[src/rtl/ram_scan_reader.sv]
// ram_scan_reader: read-side sequencer for a small synchronous-read RAM.
// Sweeps rd_addr through every word, paced by a tick counter or single-step
// pulses, and registers each word read back for the HEX display.
//
// Optional feature (macro SCAN_WRITE_REFRESH_EN): adds wr_en/wr_addr so that a
// write to the currently displayed address triggers a re-read of that word.
//
// state   | meaning
// --------+-----------------------------------------------------------
// ISSUE   | rd_addr stable; the RAM samples it at this edge
// CAPTURE | RAM q valid; latch it into disp_*; restart tick count
// HOLD    | display word; wait for tick terminal count or step

module ram_scan_reader #(
  parameter int ADDR_W      = 5,
  parameter int DATA_W      = 3,
  parameter int TICK_CYCLES = 50_000_000
) (
  input  logic              CLOCK_50,
  input  logic              reset_n,
  input  logic              enable,
  input  logic              step,
`ifdef SCAN_WRITE_REFRESH_EN
  input  logic              wr_en,
  input  logic [ADDR_W-1:0] wr_addr,
`endif
  output logic [ADDR_W-1:0] rd_addr,
  input  logic [DATA_W-1:0] rd_data,
  output logic [ADDR_W-1:0] disp_addr,
  output logic [DATA_W-1:0] disp_data,
  output logic              disp_valid,
  output logic              wrap
);

  localparam int                TICK_W    = (TICK_CYCLES > 1) ? $clog2(TICK_CYCLES) : 1;
  localparam logic [TICK_W-1:0] TICK_LAST = TICK_W'(TICK_CYCLES - 1);
  localparam logic [ADDR_W-1:0] ADDR_MAX  = '1;

  typedef enum logic [1:0] {
    S_ISSUE   = 2'd0,
    S_CAPTURE = 2'd1,
    S_HOLD    = 2'd2
  } state_e;

  state_e              state_q, state_d;
  logic [ADDR_W-1:0]   rd_addr_q, rd_addr_d;
  logic [ADDR_W-1:0]   disp_addr_q, disp_addr_d;
  logic [DATA_W-1:0]   disp_data_q, disp_data_d;
  logic                disp_valid_q, disp_valid_d;
  logic                wrap_q, wrap_d;
  logic [TICK_W-1:0]   tick_q, tick_d;
  // set while the current ISSUE/CAPTURE pass is a re-read of the same word,
  // so CAPTURE keeps the tick count instead of restarting it
  logic                refresh_q, refresh_d;

  logic tick_done;
  logic advance;
  logic refresh;

  // Advance / refresh decisions, only meaningful while holding a word
  always_comb begin
    tick_done = (tick_q == TICK_LAST);
    advance   = (state_q == S_HOLD) && (step || (enable && tick_done));
`ifdef SCAN_WRITE_REFRESH_EN
    refresh   = (state_q == S_HOLD) && wr_en && (wr_addr == disp_addr_q) && !advance;
`else
    refresh   = 1'b0;
`endif
  end

  // State register
  always_ff @(posedge CLOCK_50 or negedge reset_n) begin
    if (!reset_n) begin
      state_q <= S_ISSUE;
    end else begin
      state_q <= state_d;
    end
  end

  // Next-state logic
  always_comb begin
    state_d = state_q;
    case (state_q)
      S_ISSUE:   state_d = S_CAPTURE;
      S_CAPTURE: state_d = S_HOLD;
      S_HOLD:    if (advance || refresh) state_d = S_ISSUE;
      default:   state_d = S_ISSUE;
    endcase
  end

  // Datapath next values per state
  always_comb begin
    rd_addr_d    = rd_addr_q;
    disp_addr_d  = disp_addr_q;
    disp_data_d  = disp_data_q;
    disp_valid_d = disp_valid_q;
    wrap_d       = 1'b0;
    tick_d       = tick_q;
    refresh_d    = refresh_q;
    case (state_q)
      S_CAPTURE: begin
        disp_data_d  = rd_data;
        disp_addr_d  = rd_addr_q;
        disp_valid_d = 1'b1;
        if (!refresh_q) tick_d = '0;
        refresh_d    = 1'b0;
      end
      S_HOLD: begin
        if (advance) begin
          rd_addr_d = rd_addr_q + 1'b1;
          wrap_d    = (rd_addr_q == ADDR_MAX);
          tick_d    = '0;
        end else begin
          if (enable && !tick_done) tick_d = tick_q + 1'b1;
          if (refresh) refresh_d = 1'b1;
        end
      end
      default: ;
    endcase
  end

  // Datapath registers
  always_ff @(posedge CLOCK_50 or negedge reset_n) begin
    if (!reset_n) begin
      rd_addr_q    <= '0;
      disp_addr_q  <= '0;
      disp_data_q  <= '0;
      disp_valid_q <= 1'b0;
      wrap_q       <= 1'b0;
      tick_q       <= '0;
      refresh_q    <= 1'b0;
    end else begin
      rd_addr_q    <= rd_addr_d;
      disp_addr_q  <= disp_addr_d;
      disp_data_q  <= disp_data_d;
      disp_valid_q <= disp_valid_d;
      wrap_q       <= wrap_d;
      tick_q       <= tick_d;
      refresh_q    <= refresh_d;
    end
  end

  assign rd_addr    = rd_addr_q;
  assign disp_addr  = disp_addr_q;
  assign disp_data  = disp_data_q;
  assign disp_valid = disp_valid_q;
  assign wrap       = wrap_q;

endmodule

[config.mk]
export PLATFORM = sky130hd
export DESIGN_NAME = ram_scan_reader
export DESIGN_NICKNAME = d
export VERILOG_FILES = /design/src/rtl/ram_scan_reader.sv
export SDC_FILE = /design/constraint.sdc
export NUM_CORES = 1
export LEC_CHECK = 0
export ABC_AREA = 1
export ABC_CLOCK_PERIOD_IN_PS = 1870
export BUFFER_PORTS_ARGS = -buffer_cell sky130_fd_sc_hd__buf_2
export CAP_MARGIN = 20
export CELL_PAD_IN_SITES_DETAIL_PLACEMENT = 1
export CELL_PAD_IN_SITES_GLOBAL_PLACEMENT = 1
export CORE_ASPECT_RATIO = 2
export CORE_MARGIN = 4
export CORE_UTILIZATION = 44
export CTS_CLUSTER_SIZE = 16
export DETAILED_ROUTE_END_ITERATION = 7
export PLACE_DENSITY_LB_ADDON = 0.1
export REMOVE_ABC_BUFFERS = 1
export SLEW_MARGIN = 20
export SYNTH_ARGS = -nofsm -noshare
export SYNTH_HDL_FRONTEND = slang
export SYNTH_SLANG_ARGS = --single-unit
[constraint.sdc]
create_clock -name CLOCK_50 -period 1.87 [get_ports CLOCK_50]
set_clock_uncertainty 0.05 [all_clocks]
set_input_delay 0 -clock CLOCK_50 [delete_from_list [all_inputs] [get_ports CLOCK_50]]
set_output_delay 0 -clock CLOCK_50 [all_outputs]
set_load 0.03 [all_outputs]
Word level (Yosys, flattened, before mapping)

Cells that the tools add are included.

Flip-flop bits (word level): 43
Bits of input ports: 7
Output and inout port bits: 15

Add/subtract/negate cells: 2
Equality and inequality tests: 6
Multiplexer cells: 7
Reductions and logical operators: 9

Operators by type and width:

| kind                                                                  | count |
|---|---|
| 26-bit 2-to-1 mux                                                     | 2 |
| 26-bit one-hot mux with 2 select lines                                | 1 |
| 26-bit by 1-bit adder with 26-bit output, second input constant       | 1 |
| 26-bit equality test, second input constant                           | 1 |
| 2-bit one-hot mux with 3 select lines                                 | 1 |
| 5-bit by 1-bit adder with 5-bit output, second input constant         | 1 |
| 5-bit equality test, second input constant                            | 1 |
| 2-bit AND reduction                                                   | 2 |
| 1-bit logical AND                                                     | 3 |
| 3-bit by 2-bit != test with 1-bit output, second input constant       | 1 |
| 2-bit by 1-bit equality test with 1-bit output, second input constant | 1 |
| 2-bit equality test, second input constant                            | 1 |
| 2-bit zero test                                                       | 1 |
| 1-bit 2-to-1 mux                                                      | 2 |
| 2-bit 2-to-1 mux                                                      | 1 |
| 2-bit != test, second input constant                                  | 1 |
| 2-bit nonzero test                                                    | 1 |
| 1-bit zero test                                                       | 1 |
| 1-bit logical OR                                                      | 1 |

Logic depth before layout (Yosys ltp)

Gate-level depths: netlist (run 1).

Depth in word-level cells: 6
Mapped depth: 11
Mapped depth without buffers: 11

Least setup slack after synthesis (run 1)

Ideal clock, no wire load.

Kind: register -> register
From: register state_q[0]
To: register tick_q[16]
Setup time: 117 ps
Data arrival time: 1494 ps
Data required time: 1703 ps
Path slack: 209 ps
Stages on the path, launching flop included: 12
Period minus slack after synthesis: 1661 ps
Cell sequence: dfrtp_1 > inv_1 > ha_1 > nand3_1 > nand2_2 > buf_6 > nor2_4 > nand2_1 > nor3_2 > nand2_1 > nand2_1 > nor2_1

Cells in the longest elaborated chain, start to end: 4
Elaborated cells between the ends (all ways): 8

RTL lines:

| item                                                                                 | line    | source |
|---|---|---|
| start, declared                                                                      | 45      | `state_e state_q, state_d;` |
| start signal, assigned                                                               | 76      | `state_q <= state_d;` |
| 2-bit equality test                                                                  | 63, 100 |  |
| 1-bit logical AND                                                                    | 63      | `advance = (state_q == S_HOLD) && (step \|\| (enable && tick_done));` |
| 26-bit 2-to-1 mux / 3-bit by 2-bit != test with 1-bit output (equally long branches) | n/a     |  |
| 26-bit one-hot mux with 2 select lines / 2-bit AND reduction (equally long branches) | n/a     |  |
| end signal, assigned                                                                 | 138     | `tick_q <= tick_d;` |
| end, declared                                                                        | 51      | `logic [TICK_W-1:0] tick_q, tick_d;` |

Parallel ways exist; a longest one is shown, timed or not.
A chain may end at the register's enable or synchronous reset.

Worst setup path after layout (run 1)

From: register tick_q[0]
To: register tick_q[16]

Cells in the longest elaborated chain, start to end: 6
Elaborated cells between the ends (all ways): 12

RTL lines:

| item |
|---|
| branches (longest 6 deep; another with 26-bit by 1-bit adder with 26-bit output) |

Parallel ways; which one is timed is not known. The select of a mux whose other input is x is not followed.

==> flow_metrics.tcl, run 1 <==
set metrics [dict create \
    cts_tree "built" \
    synth_area_leaders "dfrtp_1, nand2_1, nor2_1" \
    crit_fanout 4 \
    dp_hpwl_mm 4.65 \
    holdWs_ns 0.0690 \
    powerDensity_mw_per_mm2 1150 \
    grt_max_degree 44 \
    grt_usage_pct 19.6 \
    drc 0 \
    fin_cells 416 \
    synthFlopType "dfrtp_1" \
    ys_ff_latch 43 \
    slew_violations 0 \
    placed_area_mm2 0.00263 \
    critPathLaunchType "flop" \
    die_height_um 114 \
    wl_mm 6.06 \
    required_ns 2.02 \
    num_antenna_cells 0 \
    cts-root-buf "clkbuf_8" \
    setup_viol 0 \
    grt_use_met1_pct 18.2 \
    fin_setup_tns_ns 0 \
    ios 22 \
    cts_buffers 5 \
    grt_util_met3_pct 3.74 \
    postSynthCellCount 318 \
    final_area_mm2 0.00281 \
    grt_pass1_vias 2305 \
    yosys.cell_types.count 31 \
    die_area_mm2 0.00693 \
    ant_nets 0 \
    htreeDepth 2 \
    drv_cap 0 \
    viasPerCell 5.10 \
    crit_path_end_kind "flop" \
    drive_gt1_share_pct 19.9 \
    wl_per_cell_um 14.6 \
    first_pass_iters 4 \
    hold_violations 0 \
    tightest_slew_ns 0.557 \
    synth_top_area_share_pct 43.7 \
    busiest_layer "met2" \
    fin_crit_ns 1.78 \
    fin_ws_ns 0.0886 \
    worstSkewPairLatency_ns 0.31 \
    layout.nets 369 \
    cp.arrival_ns 1.93 \
    ir_worst_vdd_mv 0.984 \
    cts.sinks 43 \
    dpl.cell_count 400 \
    die_x_um 60.9 \
    grt-ovfl-total 0 \
    synth_top_area_cell "dfrtp_1" \
    pre_cts_ws_ns 0.0454 \
    area_growth_pct 14.3 \
    clk_pin_slew_ns 0.09 \
    initial_utilization_pct 45.4 \
    ys_async_sr_fraction_pct 100 \
    coreArea_mm2 0.00542 \
    fmax_ghz 0.561 \
    leakagePower_nw 1.38 \
    period_share_pct 95.3 \
    slowest_delay_ns 0.42 \
    slew_headroom_pct 62.9 \
    vias 2122 \
    yosysWarnings 0 \
    grt_use_met2_pct 38.5 \
    grt_pass1_wl_mm 10.1 \
    syn_area_mm2 0.00246 \
    synth_edf_count 0 \
    row_count 38 \
    cts_max_path_buffers 2 \
    status "finished, final reports clean" \
    yosysSeqAreaShare_pct 43.7 \
    cp_top_family "simple AND/OR/NAND/NOR gates" \
    critPathSlowestCell "dfrtp_1" \
    syn_avg_cell_area_um2 7.74 \
    gp_congestion 0.740 \
    drtIter0Drc 57 \
    path_cells "ha_2 > nand2_2 > nor2_4 > nand2_2 > nor2_4 > nand2_1 > nor3_2 > nand2_1 > nand2_1 > nor2_1" \
    cp_num_buf_inv 0 \
    port_buffers 21 \
    crit_top_cell "nand2_1" \
    criticalPathCategory "reg -> reg" \
    hp-class "in -> reg" \
    antenna_found_initial 0 \
]
## registers in the layout, indices dropped and copies added, names as in the netlist
register / count
wrap: 1
disp_valid: 1
tick_q: 26
rd_addr: 5
disp_addr: 5
disp_data: 3
state_q: 2
## kinds of logic (layout without fill, tap and decap cells)
kind of cell / after synthesis / after routing / share of synthesized area, %
AO/OA/AOI/OAI: 8 / 8 / 1.88
flip-flops: 43 / 43 / 43.7
adder cells (fa/ha/maj): 7 / 7 / 3.56
XOR/XNOR: 11 / 11 / 3.91
buffers and inverters: 43 / 81 / 8.29
AND/OR/NAND/NOR: 206 / 206 / 38.6
## tightest hold or removal path, cell delays in order
cell	delay [ns]
buf_2	0.07
inv_1	0.10
nand3_4	0.14
o21ai_0	0.07
## cell usage after synthesis, types with 2 or more instances
master	count
buf_6	4
dfrtp_1	43
ha_1	7
inv_1	34
nand2_1	100
nand2_2	9
nand3_1	22
nand4_1	10
nor2_1	43
nor2_2	10
nor2_4	2
nor3_1	2
o21ai_0	4
o21bai_1	2
xnor2_1	5
xor2_1	6
## through the flow
| step | utilization [%] | total power, mW |
|---|---|---|
| CTS | 50.8 | 3.22 |
| detailed placement | 48.5 | 2.59 |
| global placement | 48.5 | 2.56 |
| global route | 51.9 | 3.48 |
| finish | 51.9 | 3.24 |
| floorplan | - | 2.08 |
## final timing paths
kind / start / to / slack [ns] / depth (start not counted)
hold / removal: step / state_q[0] / 0.07 / 4
setup / recovery: tick_q[0] / tick_q[16] / 0.09 / 10
min in group asynchronous: reset_n / tick_q[20] / 0.25 / 3
max in group asynchronous: reset_n / tick_q[10] / 1.14 / 3
hold reg to reg: disp_valid / disp_valid / 0.41 / 1
setup reg to reg: tick_q[0] / tick_q[16] / 0.09 / 10
## power by group
| part | internal [mW] | switching [mW] | leakage (nW) |
|---|---|---|---|
| Clock | 0.261 | 0.342 | 0.0412 |
| Sequential | 1.07 | 0.117 | 0.579 |
| Combinational | 0.438 | 1.01 | 0.765 |
## routing by layer
layer	up-vias	wire length (um)
met2	26	3650
met5	-	0
met4	0	105
li1	1054	-
met3	7	150
met1	1035	2150
## cell type report
type | count | area [um2]
Clock buffer | 6 | 72.6
Clock inverter | 2 | 12.5
Fill cell | 709 | 2610
Inverter | 37 | 144
Multi-Input combinational cell | 232 | 1210
Sequential cell | 43 | 1080
Tap cell | 60 | 75.1
Timing Repair Buffer | 36 | 228
## placed cells by master (no fill, tap or decap)
master         count
buf_2             21
buf_4             11
clkbuf_1           1
clkbuf_8           5
clkinv_1           1
clkinv_2           1
clkinvlp_4         1
dfrtp_1           43
dlygate4sd3_1      4
ha_1               6
ha_2               1
inv_1             34
inv_2              1
inv_6              1
nand2_1           99
nand2_2            9
nand2_4            2
nand3_1           21
nand3_2            1
nand3_4            1
nand4_1           10
nand4_2            1
nor2_1            43
nor2_2             8
nor2_4             4
nor2_8             1
nor3_1             2
nor3_2             1
nor4_1             1
o21ai_0            4
o21ai_1            1
o21bai_1           2
o22ai_1            1
or2_1              1
or2_2              1
xnor2_1            5
xor2_1             6
## what timing repair did
action	CTS	global route
setup buffers	0	4
endpoints found under the hold margin	46	0
resized for setup	0	8
hold buffers	4	0
setup endpoints to repair	0	24
Power figures use the tool's default switching activity.
==> run 2, diff against run 1 <==
--- a/config.mk
+++ b/config.mk
@@ -5,7 +5,6 @@
 export SDC_FILE = /design/constraint.sdc
 export NUM_CORES = 1
 export LEC_CHECK = 0
-export ABC_AREA = 1
 export ABC_CLOCK_PERIOD_IN_PS = 1870
 export BUFFER_PORTS_ARGS = -buffer_cell sky130_fd_sc_hd__buf_2
 export CAP_MARGIN = 20
@@ -13,7 +12,7 @@
 export CELL_PAD_IN_SITES_GLOBAL_PLACEMENT = 1
 export CORE_ASPECT_RATIO = 2
 export CORE_MARGIN = 4
-export CORE_UTILIZATION = 44
+export CORE_UTILIZATION = 46
 export CTS_CLUSTER_SIZE = 16
 export DETAILED_ROUTE_END_ITERATION = 7
 export PLACE_DENSITY_LB_ADDON = 0.1
==> run 2 against run 1 <==
Net effect: sequential share of layout area down 1.8 points; highest routed layer unchanged; critical endpoint is now rd_addr[4]; the run now ends with negative setup slack left; register-to-register slack worse by 0.25 ns; flip-flop and latch count unchanged; maximum frequency down 12%; utilization up 12 points; die area down 14%; non-clock buffer count up 34.
==> flow_metrics.tcl, run 2 <==
set metrics [dict create \
    status "complete, but fails checks" \
    failed_checks "negative setup slack" \
    grt_usage_pct 22.8 \
    r2r_slack_ns -0.16 \
    cts_max_path_buffers 2 \
    slew_headroom_pct 64.0 \
    slowest_delay_ns 0.44 \
    dpl.cell_count 315 \
    fin_util_pct 64.2 \
    ir_worst_vdd_mv 0.912 \
    ys_async_sr_fraction_pct 100 \
    cts_tree "built" \
    cts_buffers 5 \
    htreeDepth 2 \
    leakagePower_nw 1.37 \
    path_cells "inv_2 > ha_2 > buf_4 > nand3_1 > o31ai_2 > buf_4 > mux2_4" \
    viasPerCell 5.84 \
    postSynthCellCount 207 \
    placed_area_mm2 0.00262 \
    criticalPathCategory "reg -> reg" \
    synth_top_area_share_pct 49.3 \
    synth_area_leaders "dfrtp_1, mux2_2, ha_1" \
    grt_pass1_wl_mm 10.5 \
    die_area_mm2 0.00598 \
    critPathLaunchType "flop" \
    area_growth_pct 35.3 \
    wl_mm 7.18 \
    swShare_pct 38.3 \
    layout.nets 289 \
    tightest_slew_ns 0.539 \
    final_area_mm2 0.00295 \
    powerDensity_mw_per_mm2 1270 \
    total_power_mw 3.74 \
    die_height_um 105 \
    r2r_start "state_q[0]" \
    hp-start "enable" \
    drtIter0Drc 48 \
    clk_pin_slew_ns 0.09 \
    drc 0 \
    switchingPower_mw 1.43 \
    ios 22 \
    cp.arrival_ns 2.18 \
    yosys.cell_count.top_type "dfrtp_1" \
    worstSkewPairLatency_ns 0.31 \
    p_int_mw 2.30 \
    coreArea_mm2 0.00460 \
    crit_fanout 6 \
    crit_top_cell "buf_4" \
    syn_avg_cell_area_um2 10.5 \
    antenna_found_initial 0 \
    row_count 35 \
    yosysWarnings 0 \
    crit_path_start "state_q[0]" \
    regMostFlops "tick_q" \
    cts-root-buf "clkbuf_8" \
    fin_crit_ns 2.03 \
    num_antenna_cells 0 \
    largest_register_ffs 26 \
    gp_congestion 0.851 \
    syn_area_mm2 0.00218 \
    synthFlopType "dfrtp_1" \
    grt_max_degree 44 \
    fin_ws_ns -0.157 \
    critPathSlowestCell "dfrtp_1" \
    clockPowerShare_pct 23.6 \
    grt-ovfl-total 0 \
    port_buffers 21 \
    drv_cap 0 \
    ys_ff_latch 43 \
    yosys.cell_types.count 42 \
    cts.sinks 43 \
    drive_gt1_share_pct 39.5 \
    rsz0062_at_grt "true" \
    pre_cts_ws_ns -0.119 \
    vias 1932 \
    grt_pass1_vias 2102 \
    period_share_pct 108 \
    required_ns 2.02 \
    synthTopCellsByCount "dfrtp_1, nand2_1, nand3_1, nor2_1" \
    fin_cells 331 \
    slew_violations 0 \
    fmax_ghz 0.493 \
    initial_utilization_pct 47.5 \
    synth_edf_count 0 \
    die_x_um 56.7 \
    pwr-share-comb_pct 43.6 \
    ant_nets 0 \
    synth_top_area_cell "dfrtp_1" \
    seqPwrFrac_pct 32.8 \
    hold_violations 0 \
    setup_viol 14 \
    hp-class "in -> reg" \
    layout_common_cells "dfrtp_1, buf_4, buf_2" \
    yosysSeqAreaShare_pct 49.3 \
    crit_path_end_kind "flop" \
    final_common_cell "dfrtp_1" \
    wl_per_cell_um 21.7 \
    dp_hpwl_mm 4.57 \
    first_pass_iters 4 \
]
-- run 2: changes by cell type in the layout (fill, tap and decap cells not counted), sizes merged, moves of 8 or more --
cell   change
nor2      -44
mux2      +10
nand2     -92
inv       -31
buf       +34
a21oi      +8
nand3      -9
-- run 2: final timing paths --
kind / endpoint / depth (start not counted)
min in group asynchronous: wrap / 3
max in group asynchronous: tick_q[15] / 3
worst min register to register: disp_valid / 1
worst min-delay path: tick_q[24] / 3
worst max register to register: rd_addr[4] / 7
worst max-delay path: rd_addr[4] / 7
-- run 2: layer usage --
layer,track usage (%),vias to the layer above,routed length [um]
met5,0,-,0
met4,10.7,0,235
met3,3.31,17,192
met2,44.5,52,4290
met1,22.1,983,2460
li1,-,880,-
-- run 2: cell type report --
| type | instances | area, um2 |
|---|---|---|
| Timing Repair Buffer | 70 | 503 |
| Multi-Input combinational cell | 150 | 1150 |
| Clock buffer | 5 | 68.8 |
| Inverter | 5 | 18.8 |
| Fill cell | 501 | 1650 |
| Clock inverter | 3 | 67.6 |
| Tap cell | 55 | 68.8 |
| Sequential cell | 43 | 1080 |
-- run 2: per-stage QoR --
stage,setup TNS (ns),hold slack (ns)
6_report,-1.00,0.164
5_1_grt,-3.28,0.189
4_1_cts,0,0.117
3_5_place_dp,-0.852,0.0573
3_3_place_gp,-0.0788,0.0476
2_1_floorplan,-12.78,-0.346
-- run 2: worst max-delay path: cells and delay by family, from the launching register on --
kind / cells / cell delay [ns]
buffers and inverters: 3 / 0.49
flip-flops: 1 / 0.44
multiplexers: 1 / 0.31
AO/OA/AOI/OAI: 1 / 0.30
adder cells (fa/ha/maj): 1 / 0.24
AND/OR/NAND/NOR: 1 / 0.10
-- run 2: cell families after synthesis --
family / Yosys count / share of synthesized area (%)
DFF: 43 / 49.3
buffers and inverters: 14 / 3.33
AOI/OAI and AO/OA: 32 / 9.63
adders and majority gates: 7 / 4.01
muxes: 10 / 5.16
and+or+nand+nor: 86 / 22.5
xor gates and xnor gates: 15 / 6.02
-- run 2: power groups by stage --
stage          combinational [mW]  sequential, mW  clock (mW)
3_5_place_dp                 1.36            1.23           0
3_3_place_gp                 1.30            1.20           0
6_report                     1.63            1.23       0.884
5_1_grt                      1.72            1.25       0.935
2_1_floorplan               0.492            1.45           0
4_1_cts                      1.41            1.21       0.887
-- run 2: repair_timing --
| action | CTS | global route |
|---|---|---|
| endpoints found under the setup margin | 24 | 33 |
| pin swaps | 3 | 8 |
| hold buffers | 4 | 0 |
| setup buffers | 2 | 2 |
| endpoints found under the hold margin | 46 | 0 |
| gates resized for setup | 9 | 21 |
